===== src/rtl/bpsk_pkg.sv =====
// Shared types, default timing parameters and helpers for the BPSK serializer
// and phase generator.
package bpsk_pkg;

  typedef enum logic [1:0] {
    ST_IDLE,
    ST_PREAMBLE,
    ST_PAYLOAD,
    ST_TAIL
  } state_e;

  localparam int unsigned DEF_WAVELENGTH       = 16;
  localparam int unsigned DEF_CARRIERS_PER_BIT = 4;
  localparam int unsigned DEF_PREAMBLE_BITS    = 8;
  localparam int unsigned DEF_TAIL_BITS        = 2;

  function automatic int unsigned bit_clocks(input int unsigned wavelength,
                                             input int unsigned carriers_per_bit);
    return wavelength * carriers_per_bit;
  endfunction

  function automatic int unsigned max3(input int unsigned a, input int unsigned b,
                                       input int unsigned c);
    int unsigned m;
    m = (a > b) ? a : b;
    return (m > c) ? m : c;
  endfunction

endpackage


===== src/rtl/bpsk_bit_timer.sv =====
// Modulo-BIT_CLOCKS symbol timer; bit_end_c_o flags the last clock of each bit period.
module bpsk_bit_timer #(
  parameter int unsigned BIT_CLOCKS = 64
) (
  input  logic clock,
  input  logic reset,
  input  logic enable_i,
  input  logic restart_i,
  output logic bit_end_c_o
);

  localparam int unsigned TW = (BIT_CLOCKS > 1) ? $clog2(BIT_CLOCKS) : 1;

  logic [TW-1:0] count_q, count_d;

  assign bit_end_c_o = enable_i && (count_q == TW'(BIT_CLOCKS - 1));

  always_comb begin
    count_d = count_q;
    if (restart_i) begin
      count_d = '0;
    end else if (bit_end_c_o) begin
      count_d = '0;
    end else if (enable_i) begin
      count_d = count_q + TW'(1);
    end
  end

  always_ff @(posedge clock or posedge reset) begin
    if (reset) count_q <= '0;
    else       count_q <= count_d;
  end

endmodule


===== src/rtl/bpsk_bit_serializer.sv =====
// Frames payload bytes as preamble / payload (MSB first) / tail zeros, one line bit
// per symbol period. Define BPSK_DIFF_ENC_EN for differential payload/tail encoding.
module bpsk_bit_serializer
  import bpsk_pkg::*;
#(
  parameter int unsigned BYTE_WIDTH       = 8,
  parameter int unsigned WAVELENGTH       = DEF_WAVELENGTH,
  parameter int unsigned CARRIERS_PER_BIT = DEF_CARRIERS_PER_BIT,
  parameter int unsigned PREAMBLE_BITS    = DEF_PREAMBLE_BITS,
  parameter int unsigned TAIL_BITS        = DEF_TAIL_BITS
) (
  input  logic                  clock,
  input  logic                  reset,
  input  logic [BYTE_WIDTH-1:0] in_data,
  input  logic                  in_last,
  input  logic                  in_valid,
  output logic                  in_ready,
  output logic                  data,
  output logic                  tx_active,
  output logic                  symbol_strobe,
  output logic                  underrun,
  output logic                  frame_done
);

  localparam int unsigned BIT_CLOCKS = bit_clocks(WAVELENGTH, CARRIERS_PER_BIT);
  localparam int unsigned MAX_BITS   = max3(PREAMBLE_BITS, TAIL_BITS, BYTE_WIDTH);
  localparam int unsigned CW         = $clog2(MAX_BITS);

  state_e                state_q, state_d;
  logic [CW-1:0]         bit_cnt_q, bit_cnt_d;
  logic [BYTE_WIDTH-1:0] shift_q, shift_d;
  logic                  last_q, last_d;
  logic [BYTE_WIDTH-1:0] hold_q, hold_d;
  logic                  hold_last_q, hold_last_d;
  logic                  hold_full_q, hold_full_d;
  logic                  data_q, data_d;
  logic                  tx_active_q, tx_active_d;
  logic                  strobe_q, strobe_d;
  logic                  underrun_q, underrun_d;
  logic                  frame_done_q, frame_done_d;
  logic                  restart_c, bit_end_c, xfer_c, ref_c;

  assign xfer_c        = in_valid && !hold_full_q;
  assign in_ready      = !hold_full_q;
  assign data          = data_q;
  assign tx_active     = tx_active_q;
  assign symbol_strobe = strobe_q;
  assign underrun      = underrun_q;
  assign frame_done    = frame_done_q;

  // Encoding reference: the previous line bit, or a constant 0 for plain NRZ.
`ifdef BPSK_DIFF_ENC_EN
  assign ref_c = data_q;
`else
  assign ref_c = 1'b0;
`endif

  bpsk_bit_timer #(
    .BIT_CLOCKS(BIT_CLOCKS)
  ) u_bit_timer (
    .clock      (clock),
    .reset      (reset),
    .enable_i   (state_q != ST_IDLE),
    .restart_i  (restart_c),
    .bit_end_c_o(bit_end_c)
  );

  always_comb begin
    state_d      = state_q;
    bit_cnt_d    = bit_cnt_q;
    shift_d      = shift_q;
    last_d       = last_q;
    hold_d       = hold_q;
    hold_last_d  = hold_last_q;
    hold_full_d  = hold_full_q;
    data_d       = data_q;
    tx_active_d  = tx_active_q;
    strobe_d     = 1'b0;
    underrun_d   = 1'b0;
    frame_done_d = 1'b0;
    restart_c    = 1'b0;

    if (xfer_c) begin
      hold_d      = in_data;
      hold_last_d = in_last;
      hold_full_d = 1'b1;
    end

    unique case (state_q)
      ST_IDLE: begin
        // A byte left in hold by the previous frame starts the next one.
        if (xfer_c || hold_full_q) begin
          state_d     = ST_PREAMBLE;
          restart_c   = 1'b1;
          bit_cnt_d   = '0;
          data_d      = 1'b1;
          tx_active_d = 1'b1;
          strobe_d    = 1'b1;
        end
      end
      ST_PREAMBLE: begin
        if (bit_end_c) begin
          strobe_d = 1'b1;
          if (bit_cnt_q == CW'(PREAMBLE_BITS - 1)) begin
            state_d     = ST_PAYLOAD;
            bit_cnt_d   = '0;
            shift_d     = hold_q;
            last_d      = hold_last_q;
            hold_full_d = 1'b0;
            data_d      = ref_c ^ hold_q[BYTE_WIDTH-1];
          end else begin
            bit_cnt_d = bit_cnt_q + CW'(1);
            data_d    = !data_q;
          end
        end
      end
      ST_PAYLOAD: begin
        if (bit_end_c) begin
          strobe_d = 1'b1;
          if (bit_cnt_q == CW'(BYTE_WIDTH - 1)) begin
            bit_cnt_d = '0;
            if (!last_q && hold_full_q) begin
              shift_d     = hold_q;
              last_d      = hold_last_q;
              hold_full_d = 1'b0;
              data_d      = ref_c ^ hold_q[BYTE_WIDTH-1];
            end else begin
              state_d    = ST_TAIL;
              underrun_d = !last_q;
              data_d     = ref_c;
            end
          end else begin
            bit_cnt_d = bit_cnt_q + CW'(1);
            shift_d   = {shift_q[BYTE_WIDTH-2:0], shift_q[BYTE_WIDTH-1]};
            data_d    = ref_c ^ shift_q[BYTE_WIDTH-2];
          end
        end
      end
      ST_TAIL: begin
        if (bit_end_c) begin
          if (bit_cnt_q == CW'(TAIL_BITS - 1)) begin
            state_d      = ST_IDLE;
            bit_cnt_d    = '0;
            data_d       = 1'b0;
            tx_active_d  = 1'b0;
            frame_done_d = 1'b1;
          end else begin
            strobe_d  = 1'b1;
            bit_cnt_d = bit_cnt_q + CW'(1);
            data_d    = ref_c;
          end
        end
      end
      default: state_d = ST_IDLE;
    endcase
  end

  always_ff @(posedge clock or posedge reset) begin
    if (reset) begin
      state_q      <= ST_IDLE;
      bit_cnt_q    <= '0;
      shift_q      <= '0;
      last_q       <= 1'b0;
      hold_q       <= '0;
      hold_last_q  <= 1'b0;
      hold_full_q  <= 1'b0;
      data_q       <= 1'b0;
      tx_active_q  <= 1'b0;
      strobe_q     <= 1'b0;
      underrun_q   <= 1'b0;
      frame_done_q <= 1'b0;
    end else begin
      state_q      <= state_d;
      bit_cnt_q    <= bit_cnt_d;
      shift_q      <= shift_d;
      last_q       <= last_d;
      hold_q       <= hold_d;
      hold_last_q  <= hold_last_d;
      hold_full_q  <= hold_full_d;
      data_q       <= data_d;
      tx_active_q  <= tx_active_d;
      strobe_q     <= strobe_d;
      underrun_q   <= underrun_d;
      frame_done_q <= frame_done_d;
    end
  end

endmodule


===== config.mk =====
export PLATFORM = sky130hd
export DESIGN_NAME = bpsk_bit_serializer
export DESIGN_NICKNAME = d
export VERILOG_FILES = /design/src/rtl/bpsk_pkg.sv /design/src/rtl/bpsk_bit_timer.sv /design/src/rtl/bpsk_bit_serializer.sv
export SDC_FILE = /design/constraint.sdc
export NUM_CORES = 1
export LEC_CHECK = 0
export BUFFER_PORTS_ARGS = -buffer_cell sky130_fd_sc_hd__buf_4
export CORE_AREA = 5 5 94 79
export DETAILED_ROUTE_END_ITERATION = 16
export DIE_AREA = 0 0 99 84
export PLACE_DENSITY = 0.47
export SLEW_MARGIN = 20
export SYNTH_ARGS = -nofsm -noshare
export SYNTH_HDL_FRONTEND = slang
export SYNTH_SLANG_ARGS = --single-unit

===== constraint.sdc =====
create_clock -name clock -period 3.26 [get_ports clock]
set_clock_uncertainty 0.2 [all_clocks]
set_input_delay 0.652 -clock clock [delete_from_list [all_inputs] [get_ports clock]]
set_output_delay 0.652 -clock clock [all_outputs]
set_load 0.05 [all_outputs]

# Word level (Yosys, flattened, before mapping)

Cells that the tools add are included.

Output and inout port bits: 6
Input port bits: 12
Word-level logic and storage cells: 112
Flip-flop bits (word level): 35

$add $sub $neg: 2
Multiplexer cells: 61
Reductions and logical operators: 19
Equality and inequality tests: 17

Operator list:

| kind                  | count |
|---|---|
| $mux W8               | 5 |
| $mux W1               | 32 |
| $mux W6               | 3 |
| $ne A2 B2 Y1 const B  | 9 |
| $mux W2               | 8 |
| $pmux W8 S2           | 1 |
| $mux W3               | 5 |
| $pmux W3 S3           | 1 |
| $pmux W2 S4           | 1 |
| $reduce_and A4 Y1     | 2 |
| $reduce_and A8 Y1     | 1 |
| $add A6 B1 Y6 const B | 1 |
| $eq A6 B6 Y1 const B  | 1 |
| $pmux W1 S2           | 3 |
| $reduce_and A6 Y1     | 1 |
| $reduce_bool A2 Y1    | 3 |
| $reduce_and A5 Y1     | 1 |
| $eq A2 B2 Y1 const B  | 2 |
| $pmux W1 S4           | 1 |
| $add A3 B1 Y3 const B | 1 |
| $eq A3 B1 Y1 const B  | 1 |
| $eq A3 B3 Y1 const B  | 1 |
| $logic_and A1 B1 Y1   | 3 |
| $logic_not A1 Y1      | 3 |
| 9 further kinds       | 9 |

# Longest topological paths before layout

Gate-level depths: netlist of run 1.

Depth in word-level cells: 7
Mapped depth: 10
Depth with buffers taken out: 7

# Modules after synthesis

Synthesis of run 1 repeated with hierarchy kept, for this count alone.

Cell total of the unflattened synthesis: 175
Area total of the unflattened synthesis: 1863.0 um^2

By module, submodules not included:

| module              | times used | seq. area each (um^2) | area each (um^2) | cells an instance |
|---|---|---|---|---|
| bpsk_bit_serializer | 1          | 725.7                 | 1544.0           | 144 |
| bpsk_bit_timer      | 1          | 150.1                 | 319.1            | 31 |

# Worst setup path after synthesis of run 1

Ideal clock, no wire load.

Kind: register to register
From: register state_q[0]
To: register state_q[1]
Data arrival time: 1.695 ns
Setup slack: 1.240 ns
Library setup time: 0.125 ns
Stages on the path, launching flop included: 9
Cell sequence: dfrtp_1 > inv_1 > ha_1 > buf_2 > or2_1 > nor2_1 > o21ai_4 > nor2_4 > mux2_4

Word-level cells in the longest chain between the ends: 4

Ends and longest elaborated chain:

| item                        | line                       | source |
|---|---|---|
| start, declared             | bpsk_bit_serializer.sv:29  | `state_e state_q, state_d;` |
| start signal, assigned      | bpsk_bit_serializer.sv:173 | `state_q <= state_d;` |
| $reduce_bool A2 Y1          | bpsk_bit_serializer.sv:63  | `.enable_i (state_q != ST_IDLE),` |
| $logic_and A1 B1 Y1         | bpsk_bit_timer.sv:16       | `assign bit_end_c_o = enable_i && (count_q == TW'(BIT_CLOCKS - 1));` |
| $ne A2 B2 Y1 (no line)      | n/a                        |  |
| $reduce_and A8 Y1 (no line) | n/a                        |  |

Parallel ways exist; a longest one is shown, timed or not.
A chain may end at the register's enable or synchronous reset.

# Worst setup path after layout of run 1

From: register state_q[1]
To: register shift_q[0]

Word-level cells in the longest chain between the ends: 4

Ends and longest elaborated chain:

| item                        | line                       | source |
|---|---|---|
| $reduce_bool A2 Y1          | bpsk_bit_serializer.sv:63  |  |
| $logic_and A1 B1 Y1         | bpsk_bit_timer.sv:16       |  |
| $ne A2 B2 Y1 (no line)      | n/a                        |  |
| $reduce_and A5 Y1 (no line) | n/a                        |  |
| end signal, assigned        | bpsk_bit_serializer.sv:175 | `shift_q <= shift_d;` |
| end, declared               | bpsk_bit_serializer.sv:31  | `logic [BYTE_WIDTH-1:0] shift_q, shift_d;` |

Parallel ways exist; a longest one is shown, timed or not.

==> flow_metrics.tcl, run 1 <==
set metrics [dict create \
    grt_pass1_vias 1227 \
    ant_nets 0 \
    crit_path_start "state_q[1]" \
    drt-initial-drc-count 57 \
    path_class "register to register" \
    grt_max_degree 21 \
    crit_path_end_kind "register" \
    cp.arrival_ns 2.33 \
    vias 1235 \
    worstPathRequired_ns 3.21 \
    gp_congestion 0.7235 \
    diodes 0 \
    root_buffer "clkbuf_8" \
    use_met2_pct 12.74 \
    drcViolationCount 0 \
    cts_buffer_depth 2 \
    hold_class "primary input to asynchronous set/reset pin" \
    dp_hpwl_mm 2.710 \
    r2r_setup_slack_ns 0.88 \
    dp.cells 268 \
    ioPinCount 18 \
    critPathMaxFanout 16 \
    grt_busiest_layer "met1" \
    die-area_mm2 0.008316 \
    syn_nets 189 \
    post-cts-setup-buffers 0 \
    cts_tree "yes" \
    use_met3_pct 3.425 \
    vdd_drop_max_mv 0.1136 \
    setup_tns_ns 0 \
    synth_area_leaders "dfrtp_1 (48%), ha_1 (6.8%), mux2_2 (6.1%)" \
    endpoint "shift_q[0]" \
    critPathLaunchType "register" \
    r2r_end "shift_q[0]" \
    rr_startpoint "state_q[1]" \
    p_leak_nw 0.9980 \
    power_density_mw_per_mm2 371.8 \
    synth-seq-area-share_pct 47.62 \
    grt_util_met1_pct 13.57 \
    floorplan.initialDensity_pct 28.21 \
    ys_ff_latch 35 \
    rsz0062_at_grt "false" \
    yosys_warnings 0 \
    core_area_mm2 0.006520 \
    setup_viol 0 \
    track_usage_pct 9.523 \
    status "finished clean" \
    die_w_um 99 \
    antenna_found_initial 0 \
    synth_top_area_share_pct 47.62 \
    cts_buffers 5 \
    rows 27 \
    fill_cells 689 \
    avgViaCountPerCell 4.475 \
    cap_violations 0 \
    final-max-slew-violation-count 0 \
    cts.htree.levels 2 \
    synthDistinctLibCells 43 \
    portBuffers 17 \
    syn_to_final_growth_pct 15.78 \
    fin_cells 276 \
    synth_area_per_cell_um2 11.01 \
    postCtsHoldBufs 0 \
    worstMarginPinSlew_ns 0.5975 \
    fmax_mhz 419.7 \
    dieHeight_um 84 \
    syn_inst 167 \
    wirelength_mm 3.634 \
    layout-drive-gt1-share_pct 24.87 \
    routedWlPerCell_um 13.17 \
    clk_latency_ns 0.28 \
    synth_area_mm2 0.001839 \
    yosys.area.top_type "dfrtp_1" \
    nNetsFinal 210 \
    fin_crit_ns 2.383 \
    clock_sinks 35 \
    slew_headroom_pct 60.13 \
    grt-ovfl-total 0 \
    period_share_pct 73.09 \
    grt_pass1_wl_mm 6.216 \
    clkTransAtPathRegs_ns 0.07 \
    r2r_cells 7 \
    hold_viol_final 0 \
    cts_resized 0 \
    dr.pass1.iters 4 \
]
==> cell type report <==
cell class | instances | area, um2 | share of cell area (%)
Timing Repair Buffer | 19 | 142.6 | 6.698
Multi-Input combinational cell | 113 | 868.3 | 40.78
Tap cell | 87 | 108.9 | 5.112
Clock inverter | 1 | 5.005 | 0.2350
Inverter | 14 | 52.55 | 2.468
Sequential cell | 35 | 875.8 | 41.13
Clock buffer | 7 | 76.32 | 3.584
==> metal layers <==
layer / share of wire (%) / up-vias
met3: 3.3 / 2
met4: 1.3 / 0
met2: 42 / 20
met5: 0 / -
met1: 54 / 586
li1: - / 627
==> logic make-up (layout without fill, tap and decap cells) <==
family / count (synthesis) / in the layout / share of synthesized area (%)
flops: 35 / 35 / 47.62
compound gates: 33 / 33 / 13.34
xor+xnor: 1 / 1 / 0.4763
buf+inv: 19 / 41 / 5.169
fa+ha+maj: 10 / 10 / 6.803
mux: 22 / 22 / 13.20
simple gates: 47 / 47 / 13.40
==> how the worst min path moves through the flow <==
stage	slack, ns	from	to	depth (start not counted)
5_1_grt	0.28	reset	hold_q[5]	2
2_1_floorplan	0.22	last_q	underrun	1
4_1_cts	0.26	reset	hold_q[5]	2
3_5_place_dp	0.26	last_q	underrun	1
6_report	0.24	reset	hold_q[5]	2
3_3_place_gp	0.25	last_q	underrun	1
==> per-stage QoR <==
stage / utilization (%) / area [um2] / hold slack [ns] / worst slack (ns) / power [mW]
3_5_place_dp: 31.41 / 2048 / 0.2614 / 0.8761 / 0.5042
4_1_cts: 32.66 / 2130 / 0.2555 / 0.8542 / 0.8092
3_3_place_gp: 31.41 / 2048 / 0.2514 / 0.9119 / 0.5027
5_1_grt: 32.66 / 2130 / 0.2835 / 0.6670 / 0.8332
6_report: 32.66 / 2130 / 0.2389 / 0.8773 / 0.7918
2_1_floorplan: - / 1839 / 0.2226 / 1.240 / 0.4845
==> Yosys cell counts <==
library cell,count
a21oi_1,6
a22oi_1,1
a31o_2,1
a31oi_1,3
and2b_1,1
and3_1,3
buf_2,1
buf_6,3
clkbuf_1,1
dfrtp_1,35
ha_1,10
inv_1,14
mux2_2,10
mux2_4,2
mux2i_1,10
nand2_1,14
nand2_2,2
nand2b_1,2
nand3_1,6
nand3b_1,1
nor2_1,7
nor2_4,1
nor2b_1,1
nor2b_4,1
nor3_1,3
nor3b_1,1
nor4_1,1
o2111ai_4,1
o211ai_1,1
o21a_1,1
o21a_4,1
o21ai_0,4
o21ai_1,6
o21ai_2,2
o21ai_4,1
o221ai_1,1
o22ai_1,1
o2bb2ai_1,1
o31ai_1,1
o32ai_1,1
or2_1,1
or3_1,2
xnor2_1,1
==> worst max-delay path: stages, from the launching register on <==
cell and delay, ns:
dfrtp_1 0.40, inv_1 0.10, ha_1 0.34, nor2b_4 0.18, and3_1 0.45, o2111ai_4 0.35, nand2_1 0.16, o21ai_1 0.07
==> state kept, by name, indices dropped and copies added (netlist names) <==
name / flops
hold_last_q: 1
data: 1
u_bit_timer.count_q: 6
symbol_strobe: 1
hold_full_q: 1
state_q: 2
frame_done: 1
hold_q: 8
tx_active: 1
last_q: 1
shift_q: 8
bit_cnt_q: 3
underrun: 1
==> power breakdown <==
group | internal (mW) | leakage [nW] | switching (mW)
Clock | 0.150 | 0.0422 | 0.148
Sequential | 0.447 | 0.439 | 0.00724
Combinational | 0.0222 | 0.517 | 0.0173
==> layout by cell type, fill, tap and decap left out, drive strengths merged, types with 3 or more instances in the layout <==
cell | synthesis | routed
mux2 | 12 | 12
o21ai | 13 | 13
nand2 | 16 | 16
buf | 4 | 19
a31oi | 3 | 3
and3 | 3 | 3
nor3 | 3 | 3
mux2i | 10 | 10
ha | 10 | 10
dfrtp | 35 | 35
clkbuf | 1 | 7
nand3 | 6 | 6
nor2 | 8 | 8
a21oi | 6 | 6
inv | 14 | 14
(Power assumes the default switching activity.)
==> inputs of run 2 (changes only) <==
- ABC_AREA: default -> 1
- CORE_AREA: 5 5 94 79 -> 5 5 96 80
- DIE_AREA: 0 0 99 84 -> 0 0 101 85
- PLACE_DENSITY: 0.47 -> 0.48
- clock period: 3.26 -> 2.3 ns (I/O delays scaled with it)
==> flow_metrics.tcl, run 2 <==
set metrics [dict create \
    cp.arrival_ns 2.00 \
    hold_viol_final 0 \
    drt-initial-drc-count 77 \
    ant_nets 0 \
    rows 27 \
    p_leak_nw 1.141 \
    synth_edf_count 0 \
    slew_headroom_pct 69.65 \
    setup_viol 0 \
    crit_path_end_kind "register" \
    clkTransAtPathRegs_ns 0.08 \
    antenna_found_initial 0 \
    fill_cells 694 \
    use_met3_pct 2.958 \
    clk_latency_ns 0.29 \
    dr.pass1.iters 4 \
    worstPathRequired_ns 2.29 \
    grt_util_met1_pct 15.73 \
    grt-ovfl-total 0 \
    dominantRegCellSynth "dfrtp_1" \
    fmax_mhz 496.9 \
    preCtsSetupSlack_ns 0.1922 \
    root_buffer "clkbuf_8" \
    synth_area_leaders "dfrtp_1 (45%), nand2_1 (13%), nand3_1 (6.7%)" \
    fin_area_mm2 0.002283 \
    grt_pass1_vias 1466 \
    syn_inst 227 \
    layout-drive-gt1-share_pct 18.73 \
    cts_buffer_depth 2 \
    setup_tns_ns 0 \
    syn_nets 249 \
    wirelength_mm 4.140 \
    critPathMaxFanout 9 \
    grt_busiest_layer "met1" \
    mostFrequentLayoutCell "nand2_1" \
    vdd_drop_max_mv 0.4211 \
    worstMarginPinSlew_ns 0.4553 \
    power_density_mw_per_mm2 1360 \
    layout_common_cells "nand2_1 (66), dfrtp_1 (35), inv_1 (26), nand3_1 (26), buf_4 (21)" \
    die_w_um 101 \
    cts_buffers 5 \
    floorplan.initialDensity_pct 29.12 \
    avgViaCountPerCell 4.488 \
    cts_tree "yes" \
    synth_area_mm2 0.001938 \
    place_area_mm2 0.002163 \
    rsz0062_at_grt "false" \
    dieHeight_um 85 \
    cap_violations 0 \
    portBuffers 17 \
    grt_pass1_wl_mm 7.093 \
    clock_sinks 35 \
    synth.most_common_cell "nand2_1" \
    core_area_mm2 0.006655 \
    synth-seq-area-share_pct 45.19 \
    gp_congestion 0.7554 \
    yosys_warnings 0 \
    drcViolationCount 0 \
    ioPinCount 18 \
    routedWlPerCell_um 12.25 \
    period_share_pct 87.49 \
    synth_common_cells "nand2_1 (66), dfrtp_1 (35), inv_1 (26), nand3_1 (26), ha_1 (10)" \
    final_core_util_pct 34.31 \
    power_mw 3.107 \
    grt_max_degree 36 \
    fin_crit_ns 2.012 \
    track_usage_pct 10.48 \
    die-area_mm2 0.008585 \
    path_class "register to register" \
    synth_top_area_share_pct 45.19 \
    post-cts-setup-buffers 0 \
    finalWorstSetupSlack_ns 0.2876 \
    hold_class "primary input to asynchronous set/reset pin" \
    use_met2_pct 13.93 \
    yosys.area.top_type "dfrtp_1" \
    synth-async-reset-ratio_pct 100.0 \
    nNetsFinal 272 \
    diodes 0 \
    dp_hpwl_mm 3.041 \
    synthDistinctLibCells 26 \
    vias 1517 \
    cts.htree.levels 2 \
    status "finished clean" \
    syn_to_final_growth_pct 17.82 \
    ys_ff_latch 35 \
    top_regs "hold_q (8), shift_q (8), u_bit_timer.count_q (6)" \
    critPathLaunchType "register" \
    final-max-slew-violation-count 0 \
    synth_area_per_cell_um2 8.538 \
]
-- run 2: worst paths after layout --
kind,from,to,slack [ns],depth (start not counted)
setup / recovery,state_q[0],shift_q[1],0.29,9
hold / removal,reset,shift_q[5],0.07,3
setup reg to reg,state_q[0],shift_q[1],0.29,9
hold reg to reg,shift_q[5],shift_q[5],0.28,2
max in group asynchronous,reset,hold_q[0],1.51,3
min in group clock,in_data[2],hold_q[2],0.20,2
-- run 2: metrics by stage --
| stage | hold WS [ns] | instances |
|---|---|---|
| floorplan | 0.2425 | 227 |
| global placement | 0.2654 | 330 |
| detailed placement | 0.2632 | 330 |
| CTS | 0.09151 | 338 |
| global route | 0.1156 | 338 |
| finish | 0.07204 | 338 |
-- run 2: cells by family (layout without fill, tap and decap cells) --
group / after synthesis / in the layout / share of synthesized area, %
flops: 35 / 35 / 45.19
compound gates: 21 / 21 / 6.327
simple gates: 118 / 118 / 28.41
fa+ha+maj: 10 / 10 / 6.456
mux: 8 / 8 / 4.648
xor+xnor: 4 / 4 / 1.808
buf+inv: 31 / 55 / 7.165
-- run 2: report_power, final --
group          switching, mW  internal [mW]
registers              0.157          0.854
logic                  0.954          0.561
clock network          0.229          0.351
-- run 2: cell type report --
| class | instances | area [um2] | share of cell area (%) |
|---|---|---|---|
| multi-input combinational | 161 | 925.9 | 40.55 |
| sequential | 35 | 875.8 | 38.36 |
| timing repair buffer | 21 | 157.7 | 6.904 |
| tap | 87 | 108.9 | 4.767 |
| inverter | 26 | 97.59 | 4.274 |
| clock buffer | 6 | 82.58 | 3.616 |
| clock inverter | 2 | 35.03 | 1.534 |
-- run 2: critical path, stage by stage (launching register included) --
cell	delay (ns)
dfrtp_1	0.41
inv_1	0.12
ha_2	0.30
nor2_2	0.08
a21oi_1	0.19
nor2_1	0.10
nor2_4	0.21
nand2_2	0.17
nand2_1	0.09
nand2_1	0.05
-- run 2: repair_timing --
item                                    CTS  global route
endpoints found under the setup margin    0             2
hold buffers                              0             0
resized for setup                         0             1
-- run 2: routing by layer --
layer / vias to the layer above / wire length, um / share of wire [%]
li1: 783 / - / -
met1: 700 / 2191 / 53
met2: 30 / 1717 / 41
met3: 4 / 176 / 4.3
met4: 0 / 55 / 1.3
met5: - / 0 / 0
